===== src/rtl/register_file.sv =====
// Multi-port register file: two combinational read ports, one synchronous write port.
// Register 0 always reads zero; optional same-cycle write-to-read forwarding.
module register_file #(
    parameter int WIDTH     = 32,
    parameter int ADDR_BITS = 5,
    parameter int BYPASS    = 1
) (
    input  logic                 clk,
    input  logic                 reset,
    input  logic [ADDR_BITS-1:0] ra1,
    input  logic [ADDR_BITS-1:0] ra2,
    input  logic [ADDR_BITS-1:0] wa,
    input  logic [WIDTH-1:0]     wd,
    input  logic                 we,
    output logic [WIDTH-1:0]     rd1,
    output logic [WIDTH-1:0]     rd2
);

    localparam int NREGS = 2 ** ADDR_BITS;

    logic [WIDTH-1:0] mem [NREGS];
    logic             wr_valid;

    // Address 0 is never written, so the write qualifier already excludes it.
    assign wr_valid = (we == 1'b1) && (wa != '0);

    always_ff @(posedge clk or posedge reset) begin
        if (reset) begin
            for (int i = 0; i < NREGS; i++) begin
                mem[i] <= '0;
            end
        end else if (wr_valid) begin
            mem[wa] <= wd;
        end
    end

    // Reset and address 0 both force a zero read, taking priority over forwarding.
    always_comb begin
        rd1 = '0;
        if (!reset && (ra1 != '0)) begin
            if ((BYPASS != 0) && wr_valid && (ra1 == wa)) begin
                rd1 = wd;
            end else begin
                rd1 = mem[ra1];
            end
        end
    end

    always_comb begin
        rd2 = '0;
        if (!reset && (ra2 != '0)) begin
            if ((BYPASS != 0) && wr_valid && (ra2 == wa)) begin
                rd2 = wd;
            end else begin
                rd2 = mem[ra2];
            end
        end
    end

endmodule

===== config.mk =====
export PLATFORM = sky130hd
export DESIGN_NAME = register_file
export DESIGN_NICKNAME = d
export VERILOG_FILES = /design/src/rtl/register_file.sv
export SDC_FILE = /design/constraint.sdc
export NUM_CORES = 2
export LEC_CHECK = 0
export BUFFER_PORTS_ARGS = -buffer_cell sky130_fd_sc_hd__buf_2
export CAP_MARGIN = 5
export CORE_AREA = 2 2 379 381
export DETAILED_ROUTE_END_ITERATION = 8
export DIE_AREA = 0 0 381 383
export GPL_ROUTABILITY_DRIVEN = 0
export MAX_ROUTING_LAYER = met4
export RECOVER_POWER = 25
export SETUP_SLACK_MARGIN = 0.02
export SYNTH_ARGS = -nofsm -noshare
export SYNTH_HDL_FRONTEND = slang
export SYNTH_SLANG_ARGS = --single-unit

===== constraint.sdc =====
create_clock -name clk -period 40.7 [get_ports clk]
set_input_delay 0 -clock clk [delete_from_list [all_inputs] [get_ports clk]]
set_output_delay 0 -clock clk [all_outputs]
set_load 0.02 [all_outputs]

Word-level counts from Yosys, hierarchy flattened
Cells that the tools add are included.
Storage, ports and cells
  memory bits (writable): 0
  bits in latches: 0
  bits of input ports: 50
  memories kept: 0
  memory bits (read-only): 0
  register bits after elaboration: 1024
Operators by class
  multiply operators: 0
  reduce and logical (&&, ||, !) cells: 10
  order comparisons: 4
  add/sub/neg operators: 0
  div/mod/pow operators: 0
  shifts and indexed selects: 0
  muxes and demuxes: 13
  equal/unequal tests: 2
  bitwise operators: 3
Operators by type and width (number)
  1024-bit bitwise mux: 1
  32-bit binary-select mux with 5-bit select: 2
  32-bit 2-to-1 mux: 9
  32-bit demux with 5-bit select: 1
  6-bit >= comparator, second input constant: 3
  5-bit NOT with 6-bit output: 3
  5-bit nonzero test: 3
  5-bit equality test: 2
  1-bit logical AND: 6
  6-bit by 1-bit < comparator with 1-bit output, second input constant: 1
  1-bit zero test: 1

Depth between registers and ports, before layout
  depth after elaboration: 6
  gate-level depth with buffers: 9

Worst setup path after synthesis
No wires, ideal clock.
  path kind: input to output
  start point: input port reset
  end point: output port rd2[0]
  path slack: 15940 ps
  arrival time: 24760 ps
  data required time: 40700 ps
  stages: 5
  path through: inv_1 o311ai_2 clkbuf_1 a21oi_1 a211o_1
On the way
  word-level cells in the longest chain between the ends: 3
Ends and longest elaborated chain
  from (decl): RTL line 9  | input logic reset,
  1-bit zero test: RTL line 51  | if (!reset && (ra2 != '0)) begin
  1-bit logical AND: RTL line 51
  32-bit 2-to-1 mux: RTL line 51
  to (decl): RTL line 16  | output logic [WIDTH-1:0] rd2
Every way passes these cells.

Worst setup path after layout
  start point: input port reset
  end point: output port rd2[25]
Same word-level chain as after synthesis.

==> results.toml <==
[placed_design]
post-place-ws_ns = 36.22
hpwl_um = 94700
placed_cell_area_um2 = 56900
numPortBuffers = 113
dp.cells = 5437

[cts]
numCtsBuffers = 110
cts_tree = "yes"
post-cts-setup-buffers = 0
cts_resized = 0
cts.sinks = 1024
clock_path_buffers = 3
clkTransAtPathRegs_ns = 0.06
root_buffer = "clkbuf_16"
htree_levels = 3
clock_latency_ns = 0.71
cts.hold.buffers_added = 33

[global_routing]
grt_pass1_wl_um = 270000
globalRouteOverflowTotal = 0
grt_max_degree = 172
antenna_found_initial = 16
grt_use_total_pct = 26.0
grt_pass1_vias = 36700

[synthesis]
synth_seq_cells = 1024
synth_compound_area_share_pct = 6.57
synth-edff-count = 0
syn_avg_cell_area_um2 = 14.5
seq_area_frac_synth_pct = 46.7
async_flop_share_pct = 100
synth_fa_ha_area_share_pct = 0
synth_nets = 3841
synth_xor_area_share_pct = 0.160
synthSimpleGateAreaFrac_pct = 1.22
ys_types = 43
synth_top_family_by_area = "multiplexers"
synth.mux.area_fraction_pct = 42.0
synth_area_um2 = 54900
synth_cells = 3791
yosysWarnings = 0
synthFlopType = "dfrtp_1"

[cells_and_area]
largest_reg_flops = 1024
stdcell_count = 5682
drive_gt1_share_pct = 46.4
nets = 3729
fin_util_pct = 42.6
synthToLayoutAreaGrowth_pct = 10.6
top_register = "mem"
design_area_um2 = 60700
fill_cells = 13000
reg_top3 = "mem x1024"

[sta]
worst_slack_ns = 32.94
setup_viol = 0
slew_headroom_pct = -261
finalHoldViolCount = 0
min_period_over_period_pct = 19.1
worstMarginPinSlew_ns = 5.38
setup_tns_ns = 0
fin_skew_ns = 0
rsz0062_at_grt = "no"
whs_ns = 0.393
fmax_mhz = 129
fin_crit_ns = 7.76
slew_violations = 593

[power_and_ir_drop]
p_leak_nw = 26.5
internal_power_mw = 2.13
p_clk_share_pct = 34.4
p_switching_mw = 0.817
netSwitchingFraction_pct = 27.8
power_mw = 2.94
comb_power_share_pct = 19.7
powerDensity_nw_per_um2 = 48.5
peakVddDrop_uv = 34.3
pwr-share-seq_pct = 45.9

[status]
status = "complete, but fails checks"
violations = "capacitance limit, slew limit"

[critical_path]
required_ns = 40.70
crit_path_end_kind = "output port"
crit_slowest_cell = "clkinvlp_2"
crit_chain = "dlygate4sd3_1 -> clkbuf_1 -> clkinvlp_2 -> o311ai_4 -> buf_4 -> a21oi_1 -> a211o_1 -> buf_2"
cp.arrival_ns = 7.76
critPathLaunchType = "input pin"
path_class = "in -> out"
crit_fanout = 109
slowest_delay_ns = 3.97

[routing]
wl_per_cell_um = 32.5
firstDrtPassIters = 5
detail_route.iter0.violations = 3623
remaining_drc_errors = 0
vias = 35900
viasPerCell = 6.32
ant_nets = 0
finalWirelength_um = 185000

[worst_hold_path]
hp-class = "reg -> reg"

[die]
initial_core_util_pct = 38.6
die_w_um = 381
die_h_um = 383
coreArea_um2 = 142000
fp.dieArea_um2 = 146000
rows = 139
io_pins = 114

[job]
max_cap_viol_count = 21
## final timing paths
| path | startpoint | cells after the start | end | slack, ns |
|---|---|---|---|---|
| max | reset | 8 | rd2[25] | 32.94 |
| min reg2reg | mem[995] | 0 | mem[995] | 0.39 |
| min | mem[995] | 0 | mem[995] | 0.39 |
| max reg2reg | mem[360] | 1 | mem[360] | 39.88 |
| min in group asynchronous | reset | 3 | mem[322] | 1.56 |
| max in group asynchronous | reset | 6 | mem[823] | 34.60 |
## Yosys cell counts, types with 34 or more instances
cell / count / area [um2]
a22oi_1: 64 / 480
nor2b_1: 34 / 213
dfrtp_1: 1024 / 25600
mux2_2: 986 / 11100
clkbuf_1: 272 / 1020
buf_2: 99 / 495
a21oi_1: 66 / 330
a221oi_1: 64 / 561
buf_1: 61 / 229
mux2i_1: 318 / 3180
a211oi_1: 95 / 713
mux4_2: 385 / 8670
nand2_1: 50 / 188
## placed cells by master, fill, tap and decap left out, types with 32 or more instances in the layout
cell and n:
clkbuf_1 37, a21oi_1 66, clkbuf_16 112, dfrtp_1 1024
a211oi_1 95, o21bai_1 32, mux4_2 385, nand2_1 41
a22oi_1 64, a221oi_1 64, o221ai_1 32, nor2b_1 32
a32o_1 32, mux2i_1 318, a211o_1 32, buf_4 66
dlygate4sd3_1 33, buf_2 102, mux2_2 986
## kinds of logic (layout without fill, tap and decap cells)
kind of cell | Yosys count | count (layout)
compound gates | 484 | 484
xor+xnor | 10 | 10
buf+inv | 448 | 424
flops | 1024 | 1024
mux | 1695 | 1695
other cells | 0 | 12
simple gates | 130 | 130
## power groups by stage
stage                     sequential (mW)  clock [mW]  combinational [mW]
after floorplan                      1.32           0               0.465
after global placement               1.36           0               0.565
after detailed placement             1.37           0               0.576
after CTS                            1.35        1.03               0.581
after global routing                 1.38        1.07               0.622
final                                1.35        1.01               0.580
## metal layers
layer,up-vias,GRT usage [%],part of all wire (%),routed length [um]
met5,-,-,0,0
met4,0,9.06,3.5,6520
met3,325,5.19,8.1,14900
met2,1497,38.1,45,82800
met1,19500,36.0,44,80600
li1,14500,-,-,-
## worst max-delay path, delay by kind of cell
kind                   cells  cell delay (ns)
AO/OA/AOI/OAI              3             1.84
buffers and inverters      5             5.85
## layout make-up
class / instances / area (um2) / area share (%)
Antenna cell: 12 / 30.0 / 0.0495
Clock buffer: 163 / 3230 / 5.33
Clock inverter: 37 / 342 / 0.563
Inverter: 5 / 20.0 / 0.0330
Multi-Input combinational cell: 2319 / 27500 / 45.4
Sequential cell: 1024 / 25600 / 42.2
Tap cell: 1903 / 2380 / 3.92
Timing Repair Buffer: 219 / 1500 / 2.47
Note: power is estimated with default switching activity, not from simulation.
